## src/rtl/pipeline_ctrl_pkg.sv

```systemverilog
// Shared types for the pipeline stall/flush sequencer.
package pipeline_ctrl_pkg;

  localparam int MC_CNT_W = 8;

  typedef enum logic {
    RUN,
    MC_WAIT
  } state_e;

  typedef enum logic [2:0] {
    CAUSE_FREEZE,
    CAUSE_MC,
    CAUSE_FLUSH,
    CAUSE_LOAD_USE,
    CAUSE_IMISS,
    CAUSE_NONE
  } cause_e;

endpackage

```

## src/rtl/sat_counter.sv

```systemverilog
// Saturating up-counter with synchronous clear taking priority.
module sat_counter #(
  parameter int W = 16
) (
  input  logic         clk,
  input  logic         reset,
  input  logic         clr,
  input  logic         inc,
  output logic [W-1:0] count
);

  logic [W-1:0] count_q;
  logic [W-1:0] count_d;

  always_comb begin
    count_d = count_q;
    if (clr) begin
      count_d = '0;
    end else if (inc && (count_q != '1)) begin
      count_d = count_q + 1'b1;
    end
  end

  always_ff @(posedge clk or negedge reset) begin
    if (!reset) begin
      count_q <= '0;
    end else begin
      count_q <= count_d;
    end
  end

  assign count = count_q;

endmodule

```

## src/rtl/pipeline_stall_controller.sv

```systemverilog
// Stall/flush sequencer: merges hazard, redirect, multi-cycle
// and memory-wait requests into per-stage pipeline controls.
module pipeline_stall_controller
  import pipeline_ctrl_pkg::*;
#(
  parameter int MC_LATENCY = 4,
  parameter int CNT_WIDTH  = 16
) (
  input  logic                 clk,
  input  logic                 reset,
  input  logic                 load_use_hazard_i,
  input  logic                 branch_taken_i,
  input  logic                 mc_start_i,
  input  logic                 imem_ready_i,
  input  logic                 dmem_req_i,
  input  logic                 dmem_ready_i,
  input  logic                 clear_cnt_i,
  output logic                 pc_write_o,
  output logic                 if_id_write_o,
  output logic                 if_id_flush_o,
  output logic                 id_ex_write_o,
  output logic                 id_ex_flush_o,
  output logic                 ex_mem_bubble_o,
  output logic                 mc_done_o,
  output logic [CNT_WIDTH-1:0] stall_cycles_o,
  output logic [CNT_WIDTH-1:0] flush_count_o
);

  localparam int MC_INIT_I =
    (MC_LATENCY > 1) ? MC_LATENCY - 2 : 0;
  localparam logic [MC_CNT_W-1:0] MC_INIT =
    MC_INIT_I[MC_CNT_W-1:0];
  localparam bit MC_SINGLE = (MC_LATENCY <= 1);

  state_e              state_q, state_d;
  logic [MC_CNT_W-1:0] mc_cnt_q, mc_cnt_d;
  logic                run_q, run_d;

  cause_e cause;
  logic   freeze;
  logic   mc_enter;
  logic   mc_fin;

  assign freeze   = dmem_req_i & ~dmem_ready_i;
  assign mc_enter = (state_q == RUN) & mc_start_i & ~MC_SINGLE;
  assign mc_fin   = (state_q == MC_WAIT) & (mc_cnt_q == '0);

  always_comb begin
    cause = CAUSE_NONE;
    if (freeze) begin
      cause = CAUSE_FREEZE;
    end else if ((state_q == MC_WAIT) || mc_enter) begin
      cause = CAUSE_MC;
    end else if (branch_taken_i) begin
      cause = CAUSE_FLUSH;
    end else if (load_use_hazard_i) begin
      cause = CAUSE_LOAD_USE;
    end else if (!imem_ready_i) begin
      cause = CAUSE_IMISS;
    end
  end

  always_comb begin
    pc_write_o      = 1'b0;
    if_id_write_o   = 1'b0;
    if_id_flush_o   = 1'b0;
    id_ex_write_o   = 1'b0;
    id_ex_flush_o   = 1'b0;
    ex_mem_bubble_o = 1'b0;
    mc_done_o       = 1'b0;
    if (!run_q) begin
      if_id_flush_o   = 1'b1;
      id_ex_flush_o   = 1'b1;
      ex_mem_bubble_o = 1'b1;
    end else begin
      unique case (cause)
        CAUSE_FREEZE: ;
        CAUSE_MC: begin
          if (mc_fin) begin
            pc_write_o    = 1'b1;
            if_id_write_o = 1'b1;
            id_ex_write_o = 1'b1;
            mc_done_o     = 1'b1;
          end else begin
            ex_mem_bubble_o = 1'b1;
          end
        end
        CAUSE_FLUSH: begin
          pc_write_o    = 1'b1;
          if_id_write_o = 1'b1;
          if_id_flush_o = 1'b1;
          id_ex_write_o = 1'b1;
          id_ex_flush_o = 1'b1;
        end
        CAUSE_LOAD_USE: begin
          id_ex_write_o = 1'b1;
          id_ex_flush_o = 1'b1;
        end
        CAUSE_IMISS: begin
          if_id_write_o = 1'b1;
          if_id_flush_o = 1'b1;
          id_ex_write_o = 1'b1;
        end
        default: begin
          pc_write_o    = 1'b1;
          if_id_write_o = 1'b1;
          id_ex_write_o = 1'b1;
        end
      endcase
      // Single-cycle "multi-cycle" ops finish in the cycle they enter EX.
      if (MC_SINGLE && mc_start_i && (cause != CAUSE_FREEZE)) begin
        mc_done_o = 1'b1;
      end
    end
  end

  always_comb begin
    state_d  = state_q;
    mc_cnt_d = mc_cnt_q;
    run_d    = 1'b1;
    if (run_q) begin
      unique case (cause)
        CAUSE_FREEZE: begin
          if (mc_cnt_q != '0) mc_cnt_d = mc_cnt_q - 1'b1;
        end
        CAUSE_MC: begin
          if (state_q == RUN) begin
            mc_cnt_d = MC_INIT;
            state_d  = MC_WAIT;
          end else if (mc_cnt_q != '0) begin
            mc_cnt_d = mc_cnt_q - 1'b1;
          end else begin
            state_d = RUN;
          end
        end
        default: ;
      endcase
    end
  end

  always_ff @(posedge clk or negedge reset) begin
    if (!reset) begin
      state_q  <= RUN;
      mc_cnt_q <= '0;
      run_q    <= 1'b0;
    end else begin
      state_q  <= state_d;
      mc_cnt_q <= mc_cnt_d;
      run_q    <= run_d;
    end
  end

  sat_counter #(.W(CNT_WIDTH)) u_stall_cnt (
    .clk   (clk),
    .reset (reset),
    .clr   (clear_cnt_i),
    .inc   (run_q & ~pc_write_o),
    .count (stall_cycles_o)
  );

  sat_counter #(.W(CNT_WIDTH)) u_flush_cnt (
    .clk   (clk),
    .reset (reset),
    .clr   (clear_cnt_i),
    .inc   (run_q & (cause == CAUSE_FLUSH)),
    .count (flush_count_o)
  );

  a_done_cause: assert property (
    @(posedge clk) disable iff (!reset)
    mc_done_o |-> ((cause == CAUSE_MC) || MC_SINGLE)
  );

endmodule

```

## config.mk

```make
export PLATFORM = sky130hd
export DESIGN_NAME = pipeline_stall_controller
export DESIGN_NICKNAME = d
export VERILOG_FILES = /design/src/rtl/pipeline_ctrl_pkg.sv /design/src/rtl/sat_counter.sv /design/src/rtl/pipeline_stall_controller.sv
export SDC_FILE = /design/constraint.sdc
export NUM_CORES = 1
export LEC_CHECK = 0
export ABC_AREA = 1
export ABC_CLOCK_PERIOD_IN_PS = 1900
export CORE_MARGIN = 1.5
export CORE_UTILIZATION = 40
export CTS_CLUSTER_DIAMETER = 30
export DETAILED_ROUTE_END_ITERATION = 10
export PLACE_DENSITY = 0.65
export SLEW_MARGIN = 30
export SYNTH_ARGS = -nofsm -noshare
export SYNTH_HDL_FRONTEND = slang
export SYNTH_SLANG_ARGS = --single-unit
```

## constraint.sdc

```tcl
create_clock -name clk -period 1.9 [get_ports clk]
set_clock_uncertainty 0.05 [all_clocks]
set_input_delay 0.285 -clock clk [delete_from_list [all_inputs] [get_ports clk]]
set_output_delay 0.285 -clock clk [all_outputs]
set_load 0.005 [all_outputs]
```

======== Word level (Yosys, flattened, before mapping) ========
Cells that the tools add are included.
cells by class
  add/subtract/negate cells ............... 3
  multipliers ............................. 0
  divide/modulo/power cells ............... 0
  magnitude comparators ................... 0
  equality and inequality tests ........... 6
  shift-type cells ........................ 0
  multiplexer cells ....................... 30
  bitwise gates (word level) .............. 8
  reductions and logical operators ........ 15
operators by type and width
  kind                     count
  $mux W16                 4
  $add A16 B1 Y16 const B  2
  $ne A16 B16 Y1 const B   2
  $mux W1                  16
  $mux W8                  2
  $pmux W8 S2              1
  $mux W3                  4
  $logic_not A8 Y1         1
  $reduce_bool A8 Y1       1
  $sub A8 B1 Y8 const B    1
  $eq A3 B2 Y1 const B     2
  $pmux W1 S2              3
  $reduce_bool A2 Y1       3
  $reduce_or A2 Y1         3
  $and A1 B1 Y1            5
  $reduce_and A2 Y1        2
  $eq A3 B1 Y1 const B     1
  $eq A3 B3 Y1 const B     1
  $logic_not A3 Y1         1
  $not A1 Y1               3
  $reduce_or A3 Y1         1
  $logic_and A1 B1 Y1      2
  $logic_or A1 B1 Y1       1
word-level totals
  bits in registers ....................... 42
  latch bits .............................. 0
  bits in writable memories ............... 0
  ROM bits ................................ 0
  output and inout bits ................... 39
  memories kept ........................... 0

======== Depth between registers and ports, before layout ========
  word-level depth ........................ 14
  gate-level depth with buffers ........... 10

======== Modules after synthesis ========
A second synthesis with hierarchy kept.
unflattened totals
  cells, all modules ...................... 400
  area total of the unflattened synthesis .. 2855.2 µm²
by module, submodules not included
  module                     times used  cells an instance  area an instance (µm²)  seq. area each (µm²)
  sat_counter                2           144                1037.2                  400.4
  pipeline_stall_controller  1           112                780.7                   250.2

======== Least setup slack after synthesis ========
No wires, ideal clock.
  path kind ............................... register to register
  start ................................... register u_stall_cnt.count_q[0], in the netlist u_stall_cnt.count[0]
  end ..................................... register u_stall_cnt.count_q[5], in the netlist u_stall_cnt.count[5]
  arrival ................................. 1.410 ns
  required time ........................... 1.732 ns
  slack ................................... 0.323 ns
  stages on the path, launching flop included .. 10
  buffers on the path ..................... 1
  period minus slack after synthesis ...... 1.577 ns
  cell sequence ........................... dfrtp_1 > ha_1 > nand3_4 > nor2_4 > nand4_2 > nand2_2 > nor2_4 > buf_6 > nand3_2 > nand2_1
on the way
  cells in the longest elaborated chain, start to end .. 3
  elaborated cells on any way between the ends .. 6
ends and longest elaborated chain
  what                                               line                                  source
  start: declaration                                 sat_counter.sv:12                     logic [W-1:0] count_q;
  start signal: assignment                           sat_counter.sv:28                     count_q <= count_d;
  $add A16 B1 Y16 or $ne A16 B16 Y1 (tied branches)  sat_counter.sv:20, sat_counter.sv:19
  $mux W16 or $logic_and A1 B1 Y1 (tied branches)    sat_counter.sv:19                     end else if (inc && (count_q != '1)) begin
  $mux W16 or $reduce_bool A2 Y1 (tied branches)     --
Parallel ways exist; a longest one is shown, timed or not. The select of a mux whose other input is x is not followed.
A chain may end at the register's enable or synchronous reset.

======== Worst setup path after layout ========
  start ................................... register mc_cnt_q[7]
  end ..................................... output id_ex_write_o
on the way
  cells in the longest elaborated chain, start to end .. 5
ends and longest elaborated chain
  what                      line                              source
  start: declaration        pipeline_stall_controller.sv:36   logic [MC_CNT_W-1:0] mc_cnt_q, mc_cnt_d;
  start signal: assignment  pipeline_stall_controller.sv:148  mc_cnt_q <= mc_cnt_d;
  $logic_not A8 Y1          pipeline_stall_controller.sv:46   assign mc_fin = (state_q == MC_WAIT) & (mc_cnt_q == '0);
  $and A1 B1 Y1             pipeline_stall_controller.sv:46
  $mux W1                   pipeline_stall_controller.sv:79   if (mc_fin) begin
  $pmux W1 S2               pipeline_stall_controller.sv:76   unique case (cause)
  $mux W1                   pipeline_stall_controller.sv:71   if (!run_q) begin
  end: declaration          pipeline_stall_controller.sv:21   output logic id_ex_write_o,
Every way passes these cells.

==> run_results.csv <==
group,metric,value,unit
status,status,"finished with violations",
status,failed_checks,"setup timing",
synth,yosys.area.top_type,"dfrtp_1",
setup_path,cp.arrival,1.60,ns
synth,yosysWarnings,0,
timing,clock.fmax,0.5168,GHz
clocking,cts_max_path_buffers,2,
routing,routed_via_density,4.919,
timing,layout_min_cycle_time,1.935,ns
routing,wl,7738,um
timing,drv_slew,0,
routing,remaining_drc_errors,0,
global_routing,grt_max_degree,44,
timing,relSlewSlack,62.55,%
clocking,cts_buffers,5,
clocking,clk_latency,0.30,ns
synth,synth_nets,437,
finish,num-nets-final,528,
global_routing,antenna_found_initial,0,
pwr,power,0.002775,W
pwr,vdd_drop_max,0.0003291,V
floorplanning,die_h,90.10,um
timing,worst_pin_slew,0.5617,ns
timing,tns,-0.03497,ns
clocking,cts.sinks,42,
finish,fin_cells,615,
finish,antennaDiodeCount,0,
setup_path,critPathLaunchType,"register",
global_routing,grt_pass1_vias,3022,
timing,hold_slack,0.008428,ns
clocking,htreeDepth,2,
synth,synth.distinct_cells,30,
floorplanning,core.rowCount,31,
synth,netlist_top_cells_count,"nand2_1, inv_1, nor2_1, dfrtp_1, nand3_1",
synth,synth_edf_count,0,
global_routing,grt_pass1_wl,13470,um
routing,ant_nets,0,
routing,wire_per_inst,12.58,um
global_routing,gr-total-overflow,0,
finish,utilization,55.83,%
timing,setup_ws,-0.03497,ns
clocking,clk_pin_slew_worst_paths,0.08,ns
clocking,ctsHoldBuffers,0,
pwr,leakagePower,1.981,nW
placed_design,dp_hpwl,5458,um
setup_path,cp-end-kind,"output pin",
timing,rsz0062_at_grt,"yes",
synth,ys_async_sr_fraction,100.0,%
synth,yosysTopAreaCellShare,34.64,%
setup_path,critPathKind,"reg -> out",
finish,drive_above_1_share,22.48,%
synth,synth_cells,424,
floorplanning,core-area,0.007292,sq mm
synth,yosys-top-cells-area,"dfrtp_1, nand2_1, inv_1",
placed_design,place_congestion,0.8544,
synth,ys_ff_latch,42,
floorplanning,initial_core_util,41.61,%
synth,seq_area_frac_synth,34.64,%
synth,avgSynthCellArea,7.156,sq um
routing,dr.pass1.iters,4,
synth,syn-cell-area,0.003034,sq mm
routing,drtIter0Drc,91,
clocking,cts_tree,"built",
job,maxCapViolations,0,
timing,min_period_over_period,101.8,%
synth,synth.most_common_cell,"nand2_1",
placed_design,port_buffers,47,
routing,vias,3025,
synth,ys.flop_type,"dfrtp_1",
clocking,root_buffer,"clkbuf_8",
timing,finalSetupViolCount,1,
finish,synthToLayoutAreaGrowth,34.19,%
timing,hold_violations,0,
placed_design,dp.cells,595,
floorplanning,die_x,90.10,um
setup_path,crit_fanout,3,
min_path,min_path_type,"in -> async",
pwr,p_per_area,681.7,mW/mm^2
setup_path,required,1.56,ns
global_routing,grt.total_usage,19.80,%
floorplanning,io_pins,48,
floorplanning,die-area,0.008117,sq mm
critical path, stage by stage (launching register included):
cell and delay, ns:
dfrtp_1 0.40, nor2_2 0.18, nand2_4 0.07, nor2_4 0.13, nand2_1 0.06, nand2_1 0.07, nand2_2 0.07, buf_6 0.12
nor2_1 0.07, buf_2 0.11
layout by cell type, fill, tap and decap left out, types with 13 or more instances in the layout:
cell type        Yosys  final
inv_1               51     49
nand4_1             16     16
nand3_1             36     36
nand3_2             13     13
nor2_1              48     45
nand2_1            122    121
buf_4                1     41
dfrtp_1             42     42
xor2_1              17     17
clkdlybuf4s50_1      0     39
layer usage:
metal	vias to the layer above	global-route usage, %	routed length, um
li1	1524	-	-
met3	9	2.876	335
met5	-	0	0
met2	68	34.53	3742
met4	0	6.217	102
met1	1424	25.11	3558
flip-flops by register name, summed over array words and instances (netlist names):
name	count
run_q	1
state_q	1
u_stall_cnt.count	16
mc_cnt_q	8
u_flush_cnt.count	16
final timing paths:
path / from / endpoint / slack [ns] / cells after the start
setup / recovery: mc_cnt_q[7] / id_ex_write_o / -0.03 / 9
hold / removal: reset / u_flush_cnt.count[8] / 0.008 / 2
setup reg to reg: u_flush_cnt.count[1] / u_flush_cnt.count[4] / 0.13 / 9
hold reg to reg: u_flush_cnt.count[9] / u_flush_cnt.count[9] / 0.50 / 2
max in group asynchronous: reset / run_q / 1.41 / 2
min in group clk: u_flush_cnt.count[9] / u_flush_cnt.count[9] / 0.50 / 2
cell type report:
cell class | instances | area, sq um
Sequential cell | 42 | 1051
Clock buffer | 7 | 86.33
Multi-Input combinational cell | 318 | 1759
Clock inverter | 1 | 5.005
Fill cell | 735 | 3221
Tap cell | 99 | 123.9
Timing Repair Buffer | 93 | 839.6
Inverter | 55 | 206.4
metrics by stage:
step | worst slack (ns) | area (sq um)
detailed placement | -0.2876 | 3866
finish | -0.03497 | 4071
global route | -0.1554 | 4071
CTS | -0.03265 | 4038
global placement | -0.2436 | 3866
floorplan | 0.3227 | 3034
kinds of logic (layout without fill, tap and decap cells):
family          Yosys count  count (layout)  synth area share [%]
compound gates           27              27                 5.815
xor+xnor                 17              17                 4.907
fa+ha+maj                 4               4                 1.650
buf+inv                  65             156                 9.113
flops                    42              42                 34.64
other cells               1               1                0.1236
simple gates            268             269                 43.75
repair_timing:
action,4_1_cts,5_1_grt
setup buffers,9,2
resized for setup,24,12
cloned,0,1
pin swaps,5,7
endpoints found under the setup margin,7,17
power breakdown:
part | internal [W] | leakage (nW) | total, W | switching [W]
sequential | 0.000989 | 0.567 | 0.00105 | 0.0000630
combinational | 0.000541 | 1.37 | 0.00111 | 0.000571
clock | 0.000294 | 0.0482 | 0.000611 | 0.000317
Power figures use the tool's default switching activity.
